$ cat config.mk
export PLATFORM = sky130hd
export DESIGN_NAME = fb_scanout_flat
export DESIGN_NICKNAME = d
export VERILOG_FILES = /design/src/rtl/fb_scanout_if.sv /design/src/rtl/fb_scanout.sv /design/src/flat_wrapper.sv
export SDC_FILE = /design/constraint.sdc
export NUM_CORES = 1
export LEC_CHECK = 0
export CORE_UTILIZATION = 45
export CTS_CLUSTER_SIZE = 14
export DETAILED_ROUTE_END_ITERATION = 8
export PLACE_DENSITY = 0.77
export REMOVE_ABC_BUFFERS = 1
export SYNTH_ARGS = -nofsm -noshare
export SYNTH_HDL_FRONTEND = slang
export SYNTH_SLANG_ARGS = --single-unit
$ cat constraint.sdc
create_clock -name clk -period 2.8 [get_ports clk]
set_input_delay 0.28 -clock clk [delete_from_list [all_inputs] [get_ports clk]]
set_output_delay 0.28 -clock clk [all_outputs]
set_load 0.03 [all_outputs]
$ cat src/rtl/fb_scanout_if.sv
// Framebuffer read port plus display pixel stream for fb_scanout.
// Coordinate widths follow FB_SCANOUT_PIXEL_DOUBLE_EN (half-size framebuffer when defined).
interface fb_scanout_if #(
    parameter int H_ACTIVE = 320,
    parameter int V_ACTIVE = 240
);
`ifdef FB_SCANOUT_PIXEL_DOUBLE_EN
    localparam int X_W = $clog2(H_ACTIVE / 2);
    localparam int Y_W = $clog2(V_ACTIVE / 2);
`else
    localparam int X_W = $clog2(H_ACTIVE);
    localparam int Y_W = $clog2(V_ACTIVE);
`endif

    logic [X_W-1:0] x_out;
    logic [Y_W-1:0] y_out;
    logic [15:0]    pixel_in;
    logic           hsync;
    logic           vsync;
    logic           de;
    logic [15:0]    rgb_out;
    logic           frame_start;

    modport master (
        output x_out, y_out, hsync, vsync, de, rgb_out, frame_start,
        input  pixel_in
    );

    modport slave (
        input  x_out, y_out, hsync, vsync, de, rgb_out, frame_start,
        output pixel_in
    );
endinterface

$ cat src/rtl/fb_scanout.sv
// Raster timing generator and framebuffer reader for the display clock domain.
// Optional FB_SCANOUT_PIXEL_DOUBLE_EN: scan a half-size framebuffer with 2x2 pixel replication.
module fb_scanout #(
    parameter int   H_ACTIVE   = 320,
    parameter int   H_FP       = 8,
    parameter int   H_SYNC     = 32,
    parameter int   H_BP       = 40,
    parameter int   V_ACTIVE   = 240,
    parameter int   V_FP       = 3,
    parameter int   V_SYNC     = 4,
    parameter int   V_BP       = 6,
    parameter int   RD_LATENCY = 1,
    parameter logic SYNC_POL   = 1'b0
) (
    input  logic          clk,
    input  logic          rst,
    fb_scanout_if.master  bus
);
    localparam int H_TOTAL = H_ACTIVE + H_FP + H_SYNC + H_BP;
    localparam int V_TOTAL = V_ACTIVE + V_FP + V_SYNC + V_BP;
    // One spare state so the sync end bound still fits when the back porch is zero.
    localparam int HC_W = $clog2(H_TOTAL + 1);
    localparam int VC_W = $clog2(V_TOTAL + 1);
`ifdef FB_SCANOUT_PIXEL_DOUBLE_EN
    localparam int X_W = $clog2(H_ACTIVE / 2);
    localparam int Y_W = $clog2(V_ACTIVE / 2);
`else
    localparam int X_W = $clog2(H_ACTIVE);
    localparam int Y_W = $clog2(V_ACTIVE);
`endif

    localparam logic [HC_W-1:0] H_LAST   = HC_W'(H_TOTAL - 1);
    localparam logic [HC_W-1:0] H_ACT_C  = HC_W'(H_ACTIVE);
    localparam logic [HC_W-1:0] HS_BEG   = HC_W'(H_ACTIVE + H_FP);
    localparam logic [HC_W-1:0] HS_END   = HC_W'(H_ACTIVE + H_FP + H_SYNC);
    localparam logic [VC_W-1:0] V_LAST   = VC_W'(V_TOTAL - 1);
    localparam logic [VC_W-1:0] V_ACT_C  = VC_W'(V_ACTIVE);
    localparam logic [VC_W-1:0] VS_BEG   = VC_W'(V_ACTIVE + V_FP);
    localparam logic [VC_W-1:0] VS_END   = VC_W'(V_ACTIVE + V_FP + V_SYNC);

    typedef struct packed {
        logic active;
        logic hs;
        logic vs;
        logic fs;
    } tmg_t;

    logic [HC_W-1:0] h_cnt;
    logic [VC_W-1:0] v_cnt;
    logic [HC_W-1:0] h_idx;
    logic [VC_W-1:0] v_idx;
    tmg_t            st0;
    tmg_t            pipe [RD_LATENCY+1];
    logic [15:0]     rgb_q;

    // NOTE: sequential state uses non-blocking assignments so every flop samples pre-edge values.
    always_ff @(posedge clk or negedge rst) begin
        if (!rst) begin
            h_cnt <= '0;
            v_cnt <= '0;
        end else if (h_cnt == H_LAST) begin
            h_cnt <= '0;
            v_cnt <= (v_cnt == V_LAST) ? '0 : v_cnt + 1'b1;
        end else begin
            h_cnt <= h_cnt + 1'b1;
        end
    end

    // NOTE: every always_comb output gets a default first, so no path can infer a latch.
    always_comb begin
        st0       = '0;
        bus.x_out = '0;
        bus.y_out = '0;
`ifdef FB_SCANOUT_PIXEL_DOUBLE_EN
        h_idx     = h_cnt >> 1;
        v_idx     = v_cnt >> 1;
`else
        h_idx     = h_cnt;
        v_idx     = v_cnt;
`endif
        st0.active = (h_cnt < H_ACT_C) && (v_cnt < V_ACT_C);
        st0.hs     = (h_cnt >= HS_BEG) && (h_cnt < HS_END);
        st0.vs     = (v_cnt >= VS_BEG) && (v_cnt < VS_END);
        st0.fs     = st0.active && (h_cnt == '0) && (v_cnt == '0);
        // Blanking reads are parked at (0,0) so the RAM is never addressed out of range.
        if (st0.active) begin
            bus.x_out = h_idx[X_W-1:0];
            bus.y_out = v_idx[Y_W-1:0];
        end
    end

    // Timing bits ride alongside the RAM access; rgb_q closes the last stage with the read data.
    // NOTE: this small register array is reset element by element; large storage arrays would not be.
    always_ff @(posedge clk or negedge rst) begin
        if (!rst) begin
            for (int i = 0; i <= RD_LATENCY; i++) pipe[i] <= '0;
            rgb_q <= '0;
        end else begin
            pipe[0] <= st0;
            for (int i = 1; i <= RD_LATENCY; i++) pipe[i] <= pipe[i-1];
            rgb_q <= pipe[RD_LATENCY-1].active ? bus.pixel_in : 16'h0000;
        end
    end

    assign bus.de          = pipe[RD_LATENCY].active;
    assign bus.hsync       = pipe[RD_LATENCY].hs ? SYNC_POL : ~SYNC_POL;
    assign bus.vsync       = pipe[RD_LATENCY].vs ? SYNC_POL : ~SYNC_POL;
    assign bus.frame_start = pipe[RD_LATENCY].fs;
    assign bus.rgb_out     = rgb_q;
endmodule

$ cat src/flat_wrapper.sv
// flat-port wrapper written by rule: the top's interface ports become plain ports
module fb_scanout_flat 
#(
    parameter int   H_ACTIVE   = 320,
    parameter int   H_FP       = 8,
    parameter int   H_SYNC     = 32,
    parameter int   H_BP       = 40,
    parameter int   V_ACTIVE   = 240,
    parameter int   V_FP       = 3,
    parameter int   V_SYNC     = 4,
    parameter int   V_BP       = 6,
    parameter int   RD_LATENCY = 1,
    parameter logic SYNC_POL   = 1'b0
)
  (clk, rst, bus_x_out, bus_y_out, bus_hsync, bus_vsync, bus_de, bus_rgb_out, bus_frame_start, bus_pixel_in);
  fb_scanout_if #(.H_ACTIVE(H_ACTIVE), .V_ACTIVE(V_ACTIVE)) bus_i ();
  input  logic clk;
  input  logic rst;
  output wire logic [$bits(bus_i.x_out)-1:0] bus_x_out;
  output wire logic [$bits(bus_i.y_out)-1:0] bus_y_out;
  output wire logic [$bits(bus_i.hsync)-1:0] bus_hsync;
  output wire logic [$bits(bus_i.vsync)-1:0] bus_vsync;
  output wire logic [$bits(bus_i.de)-1:0] bus_de;
  output wire logic [$bits(bus_i.rgb_out)-1:0] bus_rgb_out;
  output wire logic [$bits(bus_i.frame_start)-1:0] bus_frame_start;
  input wire logic [$bits(bus_i.pixel_in)-1:0] bus_pixel_in;
  assign bus_x_out = bus_i.x_out;
  assign bus_y_out = bus_i.y_out;
  assign bus_hsync = bus_i.hsync;
  assign bus_vsync = bus_i.vsync;
  assign bus_de = bus_i.de;
  assign bus_rgb_out = bus_i.rgb_out;
  assign bus_frame_start = bus_i.frame_start;
  assign bus_i.pixel_in = bus_pixel_in;
  fb_scanout #(.H_ACTIVE(H_ACTIVE), .H_FP(H_FP), .H_SYNC(H_SYNC), .H_BP(H_BP), .V_ACTIVE(V_ACTIVE), .V_FP(V_FP), .V_SYNC(V_SYNC), .V_BP(V_BP), .RD_LATENCY(RD_LATENCY), .SYNC_POL(SYNC_POL)) u_core (.clk(clk), .rst(rst), .bus(bus_i));
endmodule
## Word-level counts from Yosys, hierarchy flattened

Index checks and enable logic that the tools add are counted.

- Bits in read-only memories: 0
- Input bits: 18
- Memory bits (writable): 0
- Output and inout port bits: 37
- Memories kept: 0
- Register bits: 41
- Bits in latches: 0

- Order comparisons: 6
- Shift operators: 0
- Reductions and logical operators: 7
- Divide/modulo/power cells: 0
- Mux-type cells: 7
- Eq/ne operators: 2
- Multipliers: 0
- Bitwise operators: 0
- $add $sub $neg: 2

Operators with widths:

| kind | count |
|---|---|
| 9-bit < comparator (second input constant) | 2 |
| 9-bit two-way mux | 2 |
| 8-bit < comparator (second input constant) | 2 |
| 16-bit two-way mux | 1 |
| 8-bit two-way mux | 2 |
| 9-bit by 1-bit adder with 9-bit output (second input constant) | 1 |
| 9-bit equality test (second input constant) | 1 |
| 9-bit >= comparator (second input constant) | 1 |
| 9-bit zero test | 1 |
| 8-bit by 1-bit adder with 8-bit output (second input constant) | 1 |
| 8-bit equality test (second input constant) | 1 |
| 8-bit >= comparator (second input constant) | 1 |
| 8-bit zero test | 1 |
| 1-bit logical AND | 5 |
| 1-bit two-way mux | 2 |

## Depth between registers and ports, before layout

- Depth in word-level cells: 4
- Mapped depth: 6
- Depth with buffers taken out: 5

## Worst setup path after synthesis

OpenSTA, ideal clock, no wires.

- Path kind: flip-flop to output port
- From: register u_core.v_cnt[4]
- To: output port bus_x_out[2]
- Arrival: 1.465 ns
- Cell stages (with the launch flop): 6
- Required time: 2.520 ns
- Slack: 1.055 ns
- Path through: dfrtp_1 > and4_1 > buf_2 > nor2_1 > clkbuf_1 > and2_1

RTL lines:

| element | RTL line | text |
|---|---|---|
| from (decl) | fb_scanout.sv:49 | `logic [VC_W-1:0] v_cnt;` |
| from (signal assigned) | fb_scanout.sv:63 | `v_cnt <= (v_cnt == V_LAST) ? '0 : v_cnt + 1'b1;` |
| to (decl) | flat_wrapper.sv:19 | `output wire logic [$bits(bus_i.x_out)-1:0] bus_x_out;` |

## Worst setup path after layout

- From: register u_core.v_cnt[4]
- To: output port bus_x_out[2]

- Cells in the longest elaborated chain, start to end: 3

Ends and longest elaborated chain:

| element | RTL line | text |
|---|---|---|
| 8-bit < comparator | fb_scanout.sv:81 | `st0.active = (h_cnt < H_ACT_C) && (v_cnt < V_ACT_C);` |
| 1-bit logical AND | fb_scanout.sv:81 |  |
| 9-bit two-way mux | fb_scanout.sv:86 | `if (st0.active) begin` |

No other way between the ends.

==> run summary <==
min Tclk post-route -> 2.510 ns
fin area -> 2441 um^2
layout cell share with drive strength beyond 1 -> 5.804%
routed wire length -> 3616 um
critical path capture point type -> primary output
FF/Latch Area -> 1026 um^2
Synth Area in Adders -> 2.801%
gr ovfl total -> 0
clk root buf -> clkbuf_8
nets -> 245
vias in the first global route -> 1256
vias post-DR -> 1361
unrepaired setup endpoints after global routing -> false
Syn Std Cell Area -> 1787 um^2
Final Hold Viols -> 0
Clock Tree Buf Depth -> 2
Post-Syn Instances -> 168
Core Area -> 3744 um^2
initial antenna violation count -> 0
Worst Path Max Fanout -> 13
Min Hold Slack -> 0.09554 ns
fill count -> 306
Reg clk slew, reported paths -> 0.08 ns
DRT antenna net count -> 0
post-synthesis sequential area ratio -> 57.42%
Fin Setup TNS -> 0 ns
CTS tree -> built
Yosys cell types -> 29
Setup violations, final -> 0
Routed WL per cell -> 13.29 um
dpl hpwl -> 2669 um
die area -> 4226 um^2
Ant. Diodes -> 0
Slew headroom -> 42.72%
Slew @ Worst Pin -> 0.8593 ns
DR iter-0 viols -> 53
ys flop type -> dfrtp_1
Site Rows -> 22
fmax -> 398.4 MHz
clk_skew -> 0.006092 ns
Post-Synth XOR/XNOR Area -> 3.431%
post-CTS setup buffer count -> 0
mux contribution to synthesized area -> 0.5602%
maxcap violations -> 0
Max VDD drop -> 0.3571 mV
main combinational cell family by area after synthesis -> simple AND/OR/NAND/NOR gates
worst-skew pair later-pin latency -> 0.29 ns
Die H -> 65.01 um
EDFF count, synth -> 0
I/O pins -> 55
PD cells -> 432.6 nW/um^2
CTS buffer count -> 5
Synth Area in Simple Gates -> 25.21%
Final Max Slew Viols -> 0
required time worst endpoint -> 2.52 ns
synthesis-to-finish area growth -> 36.62%
R2R setup slack -> 1.06 ns
Area after DPL -> 2355 um^2
htree depth -> 2
First-pass DRT Iterations -> 4
post-synthesis compound-gate area fraction -> 6.933%
multi-input logic area -> 695.7 um^2
P_leak -> 1.029 nW
pin count of the biggest net entering global routing -> 42
post_cts resized -> 0
Hold WC Path Type -> input port to asynchronous set/reset pin
Initial Util -> 47.73%
clock sink total -> 41
Post-route DRC -> 0
Die W -> 65.01 um
crit path launch type -> register
buffers added on ports -> 54
RD Place Congestion -> 0.8896
run status -> completed
Critical Path AT -> 2.23 ns
synthesized area per cell -> 10.64 um^2
CP Class -> register to primary output
Post-synth ARST share -> 100.0%
first-pass GRT wire length -> 6009 um
hold-fix buffers at CTS -> 0
Tcrit/Tclk final -> 89.64%
Via density -> 5.004
Yosys warning total -> 0
Tot GR Track Use -> 19.03%
post-synthesis register bit count -> 41
-- Yosys cell counts (2+ instances only) --
master	number	share of area [%]
dfrtp_1	41	57
and2_1	30	11
nor2_1	14	2.9
nand2_1	10	2.1
nand3_1	10	2.8
o21ai_0	8	2.2
inv_1	6	1.3
nor3_1	6	1.7
xor2_1	5	2.5
a21oi_1	4	1.1
a31oi_1	4	1.4
buf_2	4	1.1
ha_1	4	2.8
clkbuf_1	3	0.63
nand4_1	2	0.70
nor4_1	2	0.70
o31ai_1	2	0.84
xnor2_1	2	0.98
-- area by class of cell --
type                       count  share of cell area, %
sequential                    41                  42.03
multi-input combinational    113                  28.50
inverter                       6                 0.9226
clock inverter                 3                 0.7176
clock buffer                   5                  2.819
tap                           48                  2.460
timing repair buffer          56                  22.55
-- state kept, by name (all words and copies together) (netlist names) --
signal and count:
u_core.bus.rgb_out 16, u_core.h_cnt 9, u_core.v_cnt 8, u_core.pipe 6
u_core.bus.de 1, u_core.bus.frame_start 1
-- critical path, stage by stage, from the launching register on --
cell and delay, ns:
dfrtp_1 0.46, and4_1 0.31, nor2_1 0.15, buf_4 0.19
and2_1 0.14, clkdlybuf4s50_1 0.69
-- report_power, final --
part	switching (W)	internal, W	leakage, nW
Combinational	0.0000444	0.0000450	0.474
Clock	0.000188	0.000172	0.0439
Sequential	0.00000325	0.000603	0.511
-- routing by layer --
metal  wire length [um]  share of wire (%)  track usage (%)
met1               1586                 44            26.10
met2               1812                 50            29.17
met3                194                5.4            5.458
met4                 21               0.58            5.978
met5                  0                  0                0
-- logic make-up (layout without fill, tap and decap cells) --
group / count (synthesis) / after routing
AND/OR/NAND/NOR: 80 / 80
buffers and inverters: 14 / 70
multiplexers: 1 / 1
adder cells (fa/ha/maj): 4 / 4
AO/OA/AOI/OAI: 21 / 21
XOR/XNOR: 7 / 7
flip-flops: 41 / 41
-- placed cells by master, fill, tap and decap left out, types with 4 or more instances in the layout --
cell,count
dfrtp_1,41
nand3_1,10
o21ai_0,8
and2_1,30
clkbuf_8,5
clkdlybuf4s50_1,53
nor3_1,6
nor2_1,14
inv_1,6
ha_1,4
nand2_1,10
xor2_1,5
a31oi_1,4
a21oi_1,4
-- stage by stage --
stage	std cells	util, %	worst slack [ns]	total power [W]
4_1_cts	272	65.21	0.2814	0.001077
2_1_floorplan	160	-	1.121	0.0006508
3_3_place_gp	264	62.90	0.6589	0.0007074
6_report	272	65.21	0.2900	0.001056
3_5_place_dp	264	62.90	0.6053	0.0007092
5_1_grt	272	65.21	0.1240	0.001108
-- worst paths after layout --
kind,cells after the start,endpoint,startpoint
max,5,bus_x_out[2],u_core.v_cnt[4]$_DFFE_PN0N_
min,1,u_core.bus.rgb_out[5]$_DFF_PN0_,rst
max reg2reg,4,u_core.v_cnt[4]$_DFFE_PN0N_,u_core.h_cnt[6]$_DFF_PN0_
min reg2reg,0,u_core.pipe[2]$_DFF_PN0_,u_core.pipe[6]$_DFF_PN0_
max in group asynchronous,1,u_core.h_cnt[6]$_DFF_PN0_,rst
min in group clk,0,u_core.pipe[2]$_DFF_PN0_,u_core.pipe[6]$_DFF_PN0_
(Power assumes the default switching activity.)
==> RTL change (same flow settings) <==
Make the reset (`rst`) synchronous in 2 clocked blocks.
--- a/src/rtl/fb_scanout.sv
+++ b/src/rtl/fb_scanout.sv
@@ -54,7 +54,7 @@
     logic [15:0]     rgb_q;
 
     // NOTE: sequential state uses non-blocking assignments so every flop samples pre-edge values.
-    always_ff @(posedge clk or negedge rst) begin
+    always_ff @(posedge clk) begin
         if (!rst) begin
             h_cnt <= '0;
             v_cnt <= '0;
@@ -91,7 +91,7 @@
 
     // Timing bits ride alongside the RAM access; rgb_q closes the last stage with the read data.
     // NOTE: this small register array is reset element by element; large storage arrays would not be.
-    always_ff @(posedge clk or negedge rst) begin
+    always_ff @(posedge clk) begin
         if (!rst) begin
             for (int i = 0; i <= RD_LATENCY; i++) pipe[i] <= '0;
             rgb_q <= '0;
Behaviour: differs if rst is asserted again (counterexample within 4 cycles, from zero or initial values and one cycle with rst low); with rst held inactive, the same outputs for 10 cycles.
==> RTL change against the unedited design <==
Sequential cell count unchanged. Worst setup slack worse by 0.031 ns. Via count is 6.5% higher. Highest routed layer unchanged. Wire length is 2.4% higher. Clock power rose by 3%. Design area down 4.0%. Largest power group unchanged. Total power up 3.5%. Synthesized area shrank 2.5%.
==> RTL change: results (changes against the unedited design) <==
\begin{tabular}{lr}
\hline
Metric & Value \\
\hline
\multicolumn{2}{l}{\textbf{Synthesis}} \\
Share of synthesized cell area in full adder, half adder and majority cells & 2.874\% (was 2.801\%) \\
Xor/xnor share of the synthesized area & 4.526\% (was 3.431\%) \\
Seq/Total Area, Yosys & 47.13\% (was 57.42\%) \\
Share of synthesized registers carrying an async set or reset & 0\% (was 100.0\%) \\
Dominant synthesized flop cell & dfxtp\_1 (was dfrtp\_1) \\
Cell variety after synth & 38 (was 29) \\
Area fraction in compound gates after synthesis & 7.399\% (was 6.933\%) \\
Multiplexer area fraction after synthesis & 0.5747\% (was 0.5602\%) \\
Main area contributors after synthesis & dfxtp\_1 47\%, and3\_1 13\%, ha\_1 2.9\% (was dfrtp\_1 57\%, and2\_1 11\%, nor2\_1 2.9\%) \\
\multicolumn{2}{l}{\textbf{Global route}} \\
Pin count of the biggest net entering global routing & 28 (was 42) \\
Via count of the first global-routing pass & 1294 (was 1256) \\
All-Layer GR Usage & 19.67\% (was 19.03\%) \\
Wire length of the first global-routing pass & 6.161 mm (was 6.009 mm) \\
\multicolumn{2}{l}{\textbf{Placement}} \\
Final GP Congestion & 0.7340 (was 0.8896) \\
DP Wirelength & 2.556 mm (was 2.669 mm) \\
\multicolumn{2}{l}{\textbf{Worst setup path}} \\
Startpoint types & flop (unchanged) \\
Source of the critical timing path & u\_core.v\_cnt[5]\$\_SDFFE\_PN0N\_ (was u\_core.v\_cnt[4]\$\_DFFE\_PN0N\_) \\
Cell count of the worst reg-to-reg path & 5 (was 4) \\
Arrival time worst endpoint & 2.26 ns (was 2.23 ns) \\
Worst setup slack for register-to-register paths & 0.92 ns (was 1.06 ns) \\
Critical path capture point & bus\_x\_out[3] (was bus\_x\_out[2]) \\
Worst Path Max Fanout & 19 (was 13) \\
Launch instance of the worst register-to-register path & u\_core.h\_cnt[1]\$\_SDFF\_PP0\_ (was u\_core.h\_cnt[6]\$\_DFF\_PN0\_) \\
\multicolumn{2}{l}{\textbf{Timing}} \\
Final worst clock skew & 0.005699 ns (was 0.006092 ns) \\
Worst relative slew slack & 62.20\% (was 42.72\%) \\
\multicolumn{2}{l}{\textbf{Hold path}} \\
Class of the tightest hold or removal check & flop to flop (was input pin to async pin) \\
\multicolumn{2}{l}{\textbf{Cells and area}} \\
Layout cell share with drive strength beyond 1 & 6.383\% (was 5.804\%) \\
Nets@finish & 256 (was 245) \\
\multicolumn{2}{l}{\textbf{Pwr}} \\
Static leakage & 0.9699 nW (was 1.029 nW) \\
Maximum VDD drop & 227.5 uV (was 357.1 uV) \\
\multicolumn{2}{l}{\textbf{Routing}} \\
DR WL/cell & 13.08 um (was 13.29 um) \\
Via total after detailed routing & 1450 (was 1361) \\
Detailed Route Iter0 Violations & 65 (was 53) \\
\multicolumn{2}{l}{\textbf{Clocking}} \\
Cells resized by post-CTS repair & 0 (unchanged) \\
Setup Fix Bufs, Post-CTS & 0 (unchanged) \\
\multicolumn{2}{l}{\textbf{Status}} \\
Result of the run & complete, no violations (unchanged) \\
\hline
\end{tabular}
==> RTL change: changes by cell type after synthesis, sizes merged, moves of 4 or more <==
cell	delta
dfrtp	-41
dfxtp	+41
and3	+36
and2	-24
nand3	-7
clkbuf	+6
o21ai	-6
a21oi	+4
a31oi	-4
==> RTL change: logic make-up (layout without fill, tap and decap cells) <==
logic type / after synthesis / in the layout
compound gates: 20 / 20
xor+xnor: 9 / 9
fa+ha+maj: 4 / 4
buf+inv: 22 / 72
flops: 41 / 41
mux: 1 / 1
simple gates: 88 / 88
==> RTL change: power groups by stage <==
stage          Combinational [mW]  Clock (mW)  Sequential, mW
6_report                    0.111       0.372           0.609
3_5_place_dp                0.112           0           0.623
3_3_place_gp                0.111           0           0.623
4_1_cts                     0.112       0.383           0.609
2_1_floorplan              0.0290           0           0.643
5_1_grt                     0.119       0.413           0.611
==> RTL change: area by class of cell <==
class	instances	area [um2]
Inverter	8	30.03
Timing Repair Buffer	56	555.5
Tap cell	48	60.06
Fill cell	336	1346
Sequential cell	41	820.8
Clock inverter	2	10.01
Multi-Input combinational cell	122	793.3
Clock buffer	6	72.57
==> RTL change: metrics by stage <==
step	instance area (um2)	setup slack, ns	power (mW)	hold WS [ns]	instances
after floorplan	1644	1.110	0.6721	0.3977	171
after global placement	2260	0.5867	0.7336	0.4139	275
after detailed placement	2260	0.5691	0.7350	0.4266	275
after CTS	2342	0.2341	1.104	0.4557	283
after global routing	2342	0.03851	1.143	0.4826	283
final	2342	0.2591	1.093	0.4514	283
==> RTL change: how the worst min path moves through the flow <==
| stage | endpoint | cells after the start | start |
|---|---|---|---|
| floorplan | u_core.v_cnt[5]$_SDFFE_PN0N_ | 1 | rst |
| global placement | u_core.pipe[0][5]$_SDFF_PN0_ | 1 | u_core.pipe[0][1]$_SDFF_PN0_ |
| detailed placement | u_core.pipe[0][6]$_SDFF_PN0_ | 1 | u_core.pipe[0][2]$_SDFF_PN0_ |
| CTS | u_core.pipe[0][5]$_SDFF_PN0_ | 1 | u_core.pipe[0][1]$_SDFF_PN0_ |
| global route | u_core.pipe[0][4]$_SDFF_PN0_ | 1 | u_core.pipe[0][0]$_SDFF_PN0_ |
| finish | u_core.pipe[0][5]$_SDFF_PN0_ | 1 | u_core.pipe[0][1]$_SDFF_PN0_ |
==> RTL change: layer usage <==
layer | routed length, um | up-vias | track usage (%)
met5 | 0 | - | 0
met4 | 64 | 0 | 8.333
met3 | 314 | 5 | 6.071
met2 | 1551 | 59 | 30.59
met1 | 1771 | 652 | 25.05
li1 | - | 734 | -
==> RTL change: worst max-delay path, cell delays in order (launching register included) <==
cell             delay, ns
dfxtp_1               0.45
nand4_1               0.50
and3_2                0.42
clkdlybuf4s50_1       0.59
